[src/rtl/taxi_fare_ctrl_pkg.sv]
// Shared encodings, widths and default rates for the taxi meter fare engine.
// Used by the interface, the prescaler and the taxi_fare_ctrl top.
package taxi_pkg;

    localparam int DIST_W = 16;
    localparam int FARE_W = 14;

    typedef logic [1:0] drive_stat_t;

    localparam drive_stat_t ST_IDLE  = 2'b00;
    localparam drive_stat_t ST_WAIT  = 2'b01;
    localparam drive_stat_t ST_DRIVE = 2'b10;

    localparam int DEF_CLK_TICKS_PER_SEC = 50_000_000;
    localparam int DEF_PULSES_PER_UNIT   = 10;
    localparam int DEF_BASE_FARE         = 130;
    localparam int DEF_BASE_DIST         = 30;
    localparam int DEF_DIST_FARE         = 2;
    localparam int DEF_WAIT_UNIT_SEC     = 60;
    localparam int DEF_WAIT_FARE         = 5;
    localparam int DEF_FARE_MAX          = 9999;

    localparam logic [DIST_W-1:0] DIST_ONE = DIST_W'(1);

    // Counters stick at all-ones instead of wrapping back to zero.
    function automatic logic [DIST_W-1:0] sat_inc(input logic [DIST_W-1:0] v);
        return (v == '1) ? v : v + DIST_ONE;
    endfunction

endpackage

[src/rtl/taxi_fare_ctrl_if.sv]
// Strobe inputs and display outputs of the fare engine.
// TAXI_NIGHT_RATE_EN adds the night_mode input.
interface taxi_fare_ctrl_if;
    import taxi_pkg::*;

`ifdef TAXI_NIGHT_RATE_EN
    logic              night_mode;
`endif
    logic              stat_change;
    logic              trip_end;
    logic              pulse_tick;
    logic [1:0]        drive_stat;
    logic              trip_active;
    logic [DIST_W-1:0] distance;
    logic [DIST_W-1:0] wait_sec;
    logic [FARE_W-1:0] fare;

    modport master (
`ifdef TAXI_NIGHT_RATE_EN
        output night_mode,
`endif
        output stat_change,
        output trip_end,
        output pulse_tick,
        input  drive_stat,
        input  trip_active,
        input  distance,
        input  wait_sec,
        input  fare
    );

    modport slave (
`ifdef TAXI_NIGHT_RATE_EN
        input  night_mode,
`endif
        input  stat_change,
        input  trip_end,
        input  pulse_tick,
        output drive_stat,
        output trip_active,
        output distance,
        output wait_sec,
        output fare
    );

endinterface

[src/rtl/taxi_fare_ctrl_tick_prescaler.sv]
// Modulo-N event counter; o_wrap is combinational so the consumer updates on
// the same edge that samples the completing event.
module tick_prescaler #(
    parameter int N = 10
) (
    input  logic clk,
    input  logic rst,
    input  logic i_en,
    input  logic i_clr,
    output logic o_wrap
);

    localparam int            W    = (N > 1) ? $clog2(N) : 1;
    localparam logic [W-1:0]  LAST = W'(N - 1);
    localparam logic [W-1:0]  ONE  = W'(1);

    logic [W-1:0] r_cnt;

    assign o_wrap = i_en && !i_clr && (r_cnt == LAST);

    always_ff @(posedge clk or posedge rst) begin
        if (rst) begin
            r_cnt <= '0;
        end else if (i_clr) begin
            r_cnt <= '0;
        end else if (i_en) begin
            r_cnt <= o_wrap ? '0 : r_cnt + ONE;
        end
    end

endmodule

[src/rtl/taxi_fare_ctrl.sv]
// Taxi meter trip sequencer and fare accumulator (IDLE/WAIT/DRIVE).
// Optional TAXI_NIGHT_RATE_EN doubles distance/wait charges for night trips.
//
//   state    | meaning
//   ST_IDLE  | no trip; last trip's distance/wait/fare held on display
//   ST_WAIT  | trip paused; clocks counted as waiting seconds
//   ST_DRIVE | trip moving; wheel pulses counted as distance
module taxi_fare_ctrl
    import taxi_pkg::*;
#(
    parameter int CLK_TICKS_PER_SEC = DEF_CLK_TICKS_PER_SEC,
    parameter int PULSES_PER_UNIT   = DEF_PULSES_PER_UNIT,
    parameter int BASE_FARE         = DEF_BASE_FARE,
    parameter int BASE_DIST         = DEF_BASE_DIST,
    parameter int DIST_FARE         = DEF_DIST_FARE,
    parameter int WAIT_UNIT_SEC     = DEF_WAIT_UNIT_SEC,
    parameter int WAIT_FARE         = DEF_WAIT_FARE,
    parameter int FARE_MAX          = DEF_FARE_MAX
) (
    input logic            sys_clk,
    input logic            sys_rst,
    taxi_fare_ctrl_if.slave bus
);

    localparam int                SUM_W     = FARE_W + 4;
    localparam logic [SUM_W-1:0]  SUM_MAX   = SUM_W'(FARE_MAX);
    localparam logic [FARE_W-1:0] FARE_CAP  = FARE_W'(FARE_MAX);
    localparam logic [FARE_W-1:0] FARE_BASE = (BASE_FARE > FARE_MAX) ? FARE_CAP
                                                                     : FARE_W'(BASE_FARE);

    drive_stat_t       r_state;
    drive_stat_t       w_state_nxt;
    logic              r_trip_active;
    logic [DIST_W-1:0] r_distance;
    logic [DIST_W-1:0] r_wait_sec;
    logic [FARE_W-1:0] r_fare;

    logic w_trip_start;
    logic w_in_drive;
    logic w_in_wait;
    logic w_unit_wrap;
    logic w_sec_wrap;
    logic w_wunit_wrap;

    logic [DIST_W-1:0] w_dist_inc;
    logic [SUM_W-1:0]  w_dist_fare;
    logic [SUM_W-1:0]  w_wait_fare;
    logic [SUM_W-1:0]  w_dist_add;
    logic [SUM_W-1:0]  w_wait_add;
    logic [SUM_W-1:0]  w_fare_sum;
    logic [FARE_W-1:0] w_fare_sat;

    assign w_in_drive   = (r_state == ST_DRIVE);
    assign w_in_wait    = (r_state == ST_WAIT);
    assign w_trip_start = (r_state == ST_IDLE) && bus.stat_change;

    always_comb begin
        w_state_nxt = r_state;
        case (r_state)
            ST_IDLE: begin
                if (bus.stat_change) w_state_nxt = ST_DRIVE;
            end
            ST_WAIT: begin
                if (bus.trip_end)         w_state_nxt = ST_IDLE;
                else if (bus.stat_change) w_state_nxt = ST_DRIVE;
            end
            ST_DRIVE: begin
                if (bus.trip_end)         w_state_nxt = ST_IDLE;
                else if (bus.stat_change) w_state_nxt = ST_WAIT;
            end
            default: w_state_nxt = ST_IDLE;
        endcase
    end

    tick_prescaler #(.N(PULSES_PER_UNIT)) u_pulse_unit (
        .clk    (sys_clk),
        .rst    (sys_rst),
        .i_en   (w_in_drive && bus.pulse_tick),
        .i_clr  (w_trip_start),
        .o_wrap (w_unit_wrap)
    );

    tick_prescaler #(.N(CLK_TICKS_PER_SEC)) u_clk_sec (
        .clk    (sys_clk),
        .rst    (sys_rst),
        .i_en   (w_in_wait),
        .i_clr  (w_trip_start),
        .o_wrap (w_sec_wrap)
    );

    tick_prescaler #(.N(WAIT_UNIT_SEC)) u_sec_wunit (
        .clk    (sys_clk),
        .rst    (sys_rst),
        .i_en   (w_sec_wrap),
        .i_clr  (w_trip_start),
        .o_wrap (w_wunit_wrap)
    );

`ifdef TAXI_NIGHT_RATE_EN
    logic r_night;

    // Rate is fixed for the whole trip, whatever night_mode does mid-trip.
    always_ff @(posedge sys_clk or posedge sys_rst) begin
        if (sys_rst)           r_night <= 1'b0;
        else if (w_trip_start) r_night <= bus.night_mode;
    end

    assign w_dist_fare = r_night ? SUM_W'(2 * DIST_FARE) : SUM_W'(DIST_FARE);
    assign w_wait_fare = r_night ? SUM_W'(2 * WAIT_FARE) : SUM_W'(WAIT_FARE);
`else
    assign w_dist_fare = SUM_W'(DIST_FARE);
    assign w_wait_fare = SUM_W'(WAIT_FARE);
`endif

    assign w_dist_inc = sat_inc(r_distance);
    assign w_dist_add = (w_unit_wrap && (w_dist_inc > DIST_W'(BASE_DIST))) ? w_dist_fare : '0;
    assign w_wait_add = w_wunit_wrap ? w_wait_fare : '0;
    // Both charges may land on the same edge; saturate on the combined sum.
    assign w_fare_sum = SUM_W'(r_fare) + w_dist_add + w_wait_add;
    assign w_fare_sat = (w_fare_sum >= SUM_MAX) ? FARE_CAP : w_fare_sum[FARE_W-1:0];

    always_ff @(posedge sys_clk or posedge sys_rst) begin
        if (sys_rst) begin
            r_state       <= ST_IDLE;
            r_trip_active <= 1'b0;
        end else begin
            r_state       <= w_state_nxt;
            r_trip_active <= (w_state_nxt != ST_IDLE);
        end
    end

    always_ff @(posedge sys_clk or posedge sys_rst) begin
        if (sys_rst) begin
            r_distance <= '0;
            r_wait_sec <= '0;
            r_fare     <= '0;
        end else if (w_trip_start) begin
            r_distance <= '0;
            r_wait_sec <= '0;
            r_fare     <= FARE_BASE;
        end else begin
            if (w_unit_wrap)                 r_distance <= w_dist_inc;
            if (w_sec_wrap)                  r_wait_sec <= sat_inc(r_wait_sec);
            if (w_unit_wrap || w_wunit_wrap) r_fare     <= w_fare_sat;
        end
    end

    assign bus.drive_stat  = r_state;
    assign bus.trip_active = r_trip_active;
    assign bus.distance    = r_distance;
    assign bus.wait_sec    = r_wait_sec;
    assign bus.fare        = r_fare;

endmodule

[src/flat_wrapper.sv]
// flat-port wrapper written by rule: the top's interface ports become plain ports
module taxi_fare_ctrl_flat import taxi_pkg::*;
#(
    parameter int CLK_TICKS_PER_SEC = DEF_CLK_TICKS_PER_SEC,
    parameter int PULSES_PER_UNIT   = DEF_PULSES_PER_UNIT,
    parameter int BASE_FARE         = DEF_BASE_FARE,
    parameter int BASE_DIST         = DEF_BASE_DIST,
    parameter int DIST_FARE         = DEF_DIST_FARE,
    parameter int WAIT_UNIT_SEC     = DEF_WAIT_UNIT_SEC,
    parameter int WAIT_FARE         = DEF_WAIT_FARE,
    parameter int FARE_MAX          = DEF_FARE_MAX
)
  (sys_clk, sys_rst, bus_stat_change, bus_trip_end, bus_pulse_tick, bus_drive_stat, bus_trip_active, bus_distance, bus_wait_sec, bus_fare);
  taxi_fare_ctrl_if bus_i ();
  input logic sys_clk;
  input logic sys_rst;
  input wire logic [$bits(bus_i.stat_change)-1:0] bus_stat_change;
  input wire logic [$bits(bus_i.trip_end)-1:0] bus_trip_end;
  input wire logic [$bits(bus_i.pulse_tick)-1:0] bus_pulse_tick;
  output wire logic [$bits(bus_i.drive_stat)-1:0] bus_drive_stat;
  output wire logic [$bits(bus_i.trip_active)-1:0] bus_trip_active;
  output wire logic [$bits(bus_i.distance)-1:0] bus_distance;
  output wire logic [$bits(bus_i.wait_sec)-1:0] bus_wait_sec;
  output wire logic [$bits(bus_i.fare)-1:0] bus_fare;
  assign bus_i.stat_change = bus_stat_change;
  assign bus_i.trip_end = bus_trip_end;
  assign bus_i.pulse_tick = bus_pulse_tick;
  assign bus_drive_stat = bus_i.drive_stat;
  assign bus_trip_active = bus_i.trip_active;
  assign bus_distance = bus_i.distance;
  assign bus_wait_sec = bus_i.wait_sec;
  assign bus_fare = bus_i.fare;
  taxi_fare_ctrl #(.CLK_TICKS_PER_SEC(CLK_TICKS_PER_SEC), .PULSES_PER_UNIT(PULSES_PER_UNIT), .BASE_FARE(BASE_FARE), .BASE_DIST(BASE_DIST), .DIST_FARE(DIST_FARE), .WAIT_UNIT_SEC(WAIT_UNIT_SEC), .WAIT_FARE(WAIT_FARE), .FARE_MAX(FARE_MAX)) u_core (.sys_clk(sys_clk), .sys_rst(sys_rst), .bus(bus_i));
endmodule
[config.mk]
export PLATFORM = sky130hd
export DESIGN_NAME = taxi_fare_ctrl_flat
export DESIGN_NICKNAME = d
export VERILOG_FILES = /design/src/rtl/taxi_fare_ctrl_pkg.sv /design/src/rtl/taxi_fare_ctrl_if.sv /design/src/rtl/taxi_fare_ctrl_tick_prescaler.sv /design/src/rtl/taxi_fare_ctrl.sv /design/src/flat_wrapper.sv
export SDC_FILE = /design/constraint.sdc
export NUM_CORES = 1
export LEC_CHECK = 0
export ABC_CLOCK_PERIOD_IN_PS = 7400
export BUFFER_PORTS_ARGS = -buffer_cell sky130_fd_sc_hd__buf_2
export CORE_MARGIN = 3
export CORE_UTILIZATION = 62
export DETAILED_ROUTE_END_ITERATION = 10
export GPL_TIMING_DRIVEN = 0
export PLACE_DENSITY = 0.83
export SLEW_MARGIN = 15
export SYNTH_ARGS = -nofsm -noshare
export SYNTH_HDL_FRONTEND = slang
export SYNTH_SLANG_ARGS = --single-unit
[constraint.sdc]
create_clock -name sys_clk -period 7.4 [get_ports sys_clk]
set_input_delay 1.11 -clock sys_clk [delete_from_list [all_inputs] [get_ports sys_clk]]
set_output_delay 1.11 -clock sys_clk [all_outputs]
set_load 0.02 [all_outputs]
==> impl_metrics.env <==
export IMPL_setup_viol=0
export IMPL_grt_first_pass_wirelength_um=19500
export IMPL_rsz0062_at_grt="no"
export IMPL_wirelength_um=11900
export IMPL_ant_nets=0
export IMPL_vdd_drop_max_uv=150
export IMPL_crit_path_end_kind="register"
export IMPL_cts_hold_buf=0
export IMPL_p_clk_share_pct=34.2
export IMPL_synth_fp_nets=578
export IMPL_synth_area_um2=5080
export IMPL_syn_inst=563
export IMPL_drv_cap=0
export IMPL_vias_per_cell=6.14
export IMPL_grt_overflow_total=0
export IMPL_die_w_um=96.5
export IMPL_switching_share_pct=31.3
export IMPL_dp_slack_ps=2650
export IMPL_p_int_mw=0.688
export IMPL_final_util_pct=72.5
export IMPL_ys_types=72
export IMPL_cts_resized=0
export IMPL_setup_ws_ps=2770
export IMPL_h_tree_depth=3
export IMPL_num_io_pins=54
export IMPL_grt_pass1_vias=4244
export IMPL_die_area_um2=9310
export IMPL_dp_cells=719
export IMPL_skew_ps=17.6
export IMPL_p_seq_share_pct=50.8
export IMPL_rows=32
export IMPL_cp_top_family="compound AO/OA/AOI/OAI gates"
export IMPL_status="complete, no violations"
export IMPL_design_area_um2=5690
export IMPL_core_area_um2=7850
export IMPL_vias=4510
export IMPL_cts_root_buf="clkbuf_8"
export IMPL_cts_tree="done"
export IMPL_avgSynthCellArea_um2=9.02
export IMPL_avgRoutedWirePerCell_um=16.1
export IMPL_portBuffers=53
export IMPL_ys_ff_latch=85
export IMPL_switching_power_mw=0.313
export IMPL_drive_above_1_share_pct=17.7
export IMPL_worst_r2r_setup_slack_ps=2770
export IMPL_drc=0
export IMPL_drtPass1Iterations=5
export IMPL_ys_flop_type="dfrtp_1"
export IMPL_fin_cells=735
export IMPL_worstPathBufferInverterCount=3
export IMPL_fmax_ghz=0.216
export IMPL_finalHoldViolCount=0
export IMPL_placed_cell_area_um2=5490
export IMPL_n_antenna_cell=0
export IMPL_report_final_slew_viol_count=0
export IMPL_gp_congestion=0.923
export IMPL_cpPeakStageDelay_ps=470
export IMPL_async_reset_ff_share_pct=100
export IMPL_antenna_found_initial=0
export IMPL_cp_common_cell="nand4_1"
export IMPL_clk_path_buf_depth=2
export IMPL_crit_chain="buf_2 > and4_1 > nand3_1 > or3_1 > clkbuf_2 > nand4_1 > xor2_1 > nand4_1 > o31a_1 > ha_1 > a211oi_4 > nor2_4 > and4_4 > o311a_4 > a21boi_4 > buf_6 > a21oi_1 > o21a_1"
export IMPL_chipHeight_um=96.5
export IMPL_grt_usage_pct=26.9
export IMPL_clkTransAtPathRegs_ps=100
export IMPL_hold_path_class="register to register"
export IMPL_path_max_fanout=10
export IMPL_synth_top_area_share_pct=41.9
export IMPL_yosysTopAreaCell="dfrtp_1"
export IMPL_clk_latency_ps=380
export IMPL_synth_edf_count=0
export IMPL_numCtsBuffers=9
export IMPL_maxSlewHeadroom_pct=58.4
export IMPL_syn_to_final_growth_pct=12.1
export IMPL_required_ps=7660
export IMPL_p_per_area_nw_per_um2=176
export IMPL_slowest_stage="a211oi_4"
export IMPL_yosysSeqAreaShare_pct=41.9
export IMPL_period_share_pct=62.6
export IMPL_cp_arrival_ps=4890
export IMPL_numClockSinks=85
export IMPL_yosysWarningCount=0
export IMPL_startpoint_type="register"
export IMPL_worst_setup_path_type="register to register"
export IMPL_ys_top_cells_by_area="dfrtp_1 (42%), nor2_1 (4.7%), xnor2_1 (3.6%), xor2_1 (3.6%), nand3_1 (3.5%)"
export IMPL_dpl_hpwl_um=8280
export IMPL_fin_tns_setup_ps=0
export IMPL_worst_pin_slew_ps=622
export IMPL_grt_start_max_net_pins=45
export IMPL_start_util_pct=64.7
export IMPL_postCtsSetupRepairBufs=0
export IMPL_power_leakage_nw=2.51
export IMPL_drt_initial_drc_count=208
export IMPL_nets=643
export IMPL_pwr_share_comb_pct=15.0
export IMPL_finalCriticalPeriod_ps=4630
-- power groups by stage --
stage	Combinational (mW)	Clock (mW)	Sequential, mW
2_1_floorplan	0.0905	0	0.524
3_3_place_gp	0.141	0	0.516
3_5_place_dp	0.150	0	0.517
4_1_cts	0.150	0.347	0.508
5_1_grt	0.170	0.370	0.513
6_report	0.150	0.343	0.509
-- cell usage in the layout, fill, tap and decap left out, types with 3 or more instances in the layout --
cell / instances
xor2_1: 21
nor2_1: 64
o21bai_1: 4
nand4_1: 20
dfrtp_1: 85
o21a_1: 3
o211a_1: 3
nor4_1: 8
nand3_1: 36
mux2i_1: 3
a21oi_1: 28
a31oi_1: 13
nor3_2: 3
ha_1: 9
nand2b_1: 5
and3_1: 15
and2_1: 6
or3_1: 10
o21ai_0: 33
o21ai_1: 4
xnor2_1: 21
clkbuf_8: 9
inv_1: 8
nor3b_1: 4
and4_1: 8
nor3_1: 17
nand2_1: 47
clkbuf_1: 13
or2_2: 3
o31ai_1: 8
buf_2: 60
buf_1: 3
-- cells in the mapped netlist (all sizes together), types with 2 or more instances --
library cell / count
and3: 15
o211a: 3
xnor2: 21
nor4b: 2
nand3b: 2
nor4: 9
o21ai: 37
nand2b: 5
a211oi: 4
mux2: 2
and4: 9
and2: 7
nand4: 21
nand2: 48
nor3: 20
a21oi: 29
a31oi: 14
o31ai: 8
or3: 12
o21a: 3
clkbuf: 14
inv: 9
dfrtp: 85
o31a: 2
nand3: 36
a311oi: 2
a21o: 3
nor2: 66
a41oi: 2
mux2i: 3
buf: 13
or2: 3
nor3b: 4
o21bai: 4
a21boi: 2
ha: 9
xor2: 21
-- worst paths after layout --
check                                                             from                                endpoint  depth (start not counted)
worst max-delay path                u_core.bus.distance[6]$_DFFE_PP0P_          u_core.bus.fare[3]$_DFFE_PP0P_                         18
worst min-delay path            u_core.u_clk_sec.r_cnt[22]$_DFFE_PP0P_  u_core.u_clk_sec.r_cnt[22]$_DFFE_PP0P_                          1
worst max register to register      u_core.bus.distance[6]$_DFFE_PP0P_          u_core.bus.fare[3]$_DFFE_PP0P_                         18
worst min register to register  u_core.u_clk_sec.r_cnt[22]$_DFFE_PP0P_  u_core.u_clk_sec.r_cnt[22]$_DFFE_PP0P_                          1
max in group asynchronous                                      sys_rst     u_core.bus.distance[12]$_DFFE_PP0P_                          3
min in group asynchronous                                      sys_rst          u_core.bus.fare[9]$_DFFE_PP0P_                          2
-- worst register-to-register path, stage by stage (launching register included) --
cell	delay, ps
dfrtp_1	340
buf_2	170
and4_1	300
nand3_1	150
or3_1	360
clkbuf_2	170
nand4_1	160
xor2_1	190
nand4_1	100
o31a_1	340
ha_1	330
a211oi_4	470
nor2_4	140
and4_4	210
o311a_4	360
a21boi_4	280
buf_6	190
a21oi_1	80
o21a_1	180
-- through the flow --
step                hold slack (ps)  total power [mW]
finish                          529              1.00
global route                    559              1.05
CTS                             517              1.01
detailed placement              498             0.667
global placement                486             0.657
floorplan                       459             0.614
-- registers in the layout, summed over array words and instances (netlist names) --
name,count
u_core.bus.fare,14
u_core.u_sec_wunit.r_cnt,6
u_core.bus.wait_sec,16
u_core.u_pulse_unit.r_cnt,4
u_core.bus.drive_stat,2
u_core.bus.trip_active,1
u_core.bus.distance,16
u_core.u_clk_sec.r_cnt,26
-- cell type report --
class	count	area, um2
Buffer	27	130
Clock buffer	10	128
Clock inverter	6	70.1
Fill cell	634	2160
Inverter	9	36.3
Multi-Input combinational cell	442	2790
Sequential cell	85	2130
Tap cell	102	128
Timing Repair Buffer	54	285
-- per-layer routing --
layer  GRT usage (%)  wire [um]
met1            36.2       5150
met2            43.3       5880
met3            4.73        663
met4            10.7        160
met5               0          0
-- logic make-up (layout without fill, tap and decap cells) --
group	count (synthesis)	in the layout	share of synthesized area, %
AND/OR/NAND/NOR	263	263	27.6
flip-flops	85	85	41.9
buffers and inverters	36	106	3.23
multiplexers	5	5	1.04
AO/OA/AOI/OAI	122	122	16.4
adder cells (fa/ha/maj)	10	10	2.61
XOR/XNOR	42	42	7.25
(Power assumes the default switching activity.)
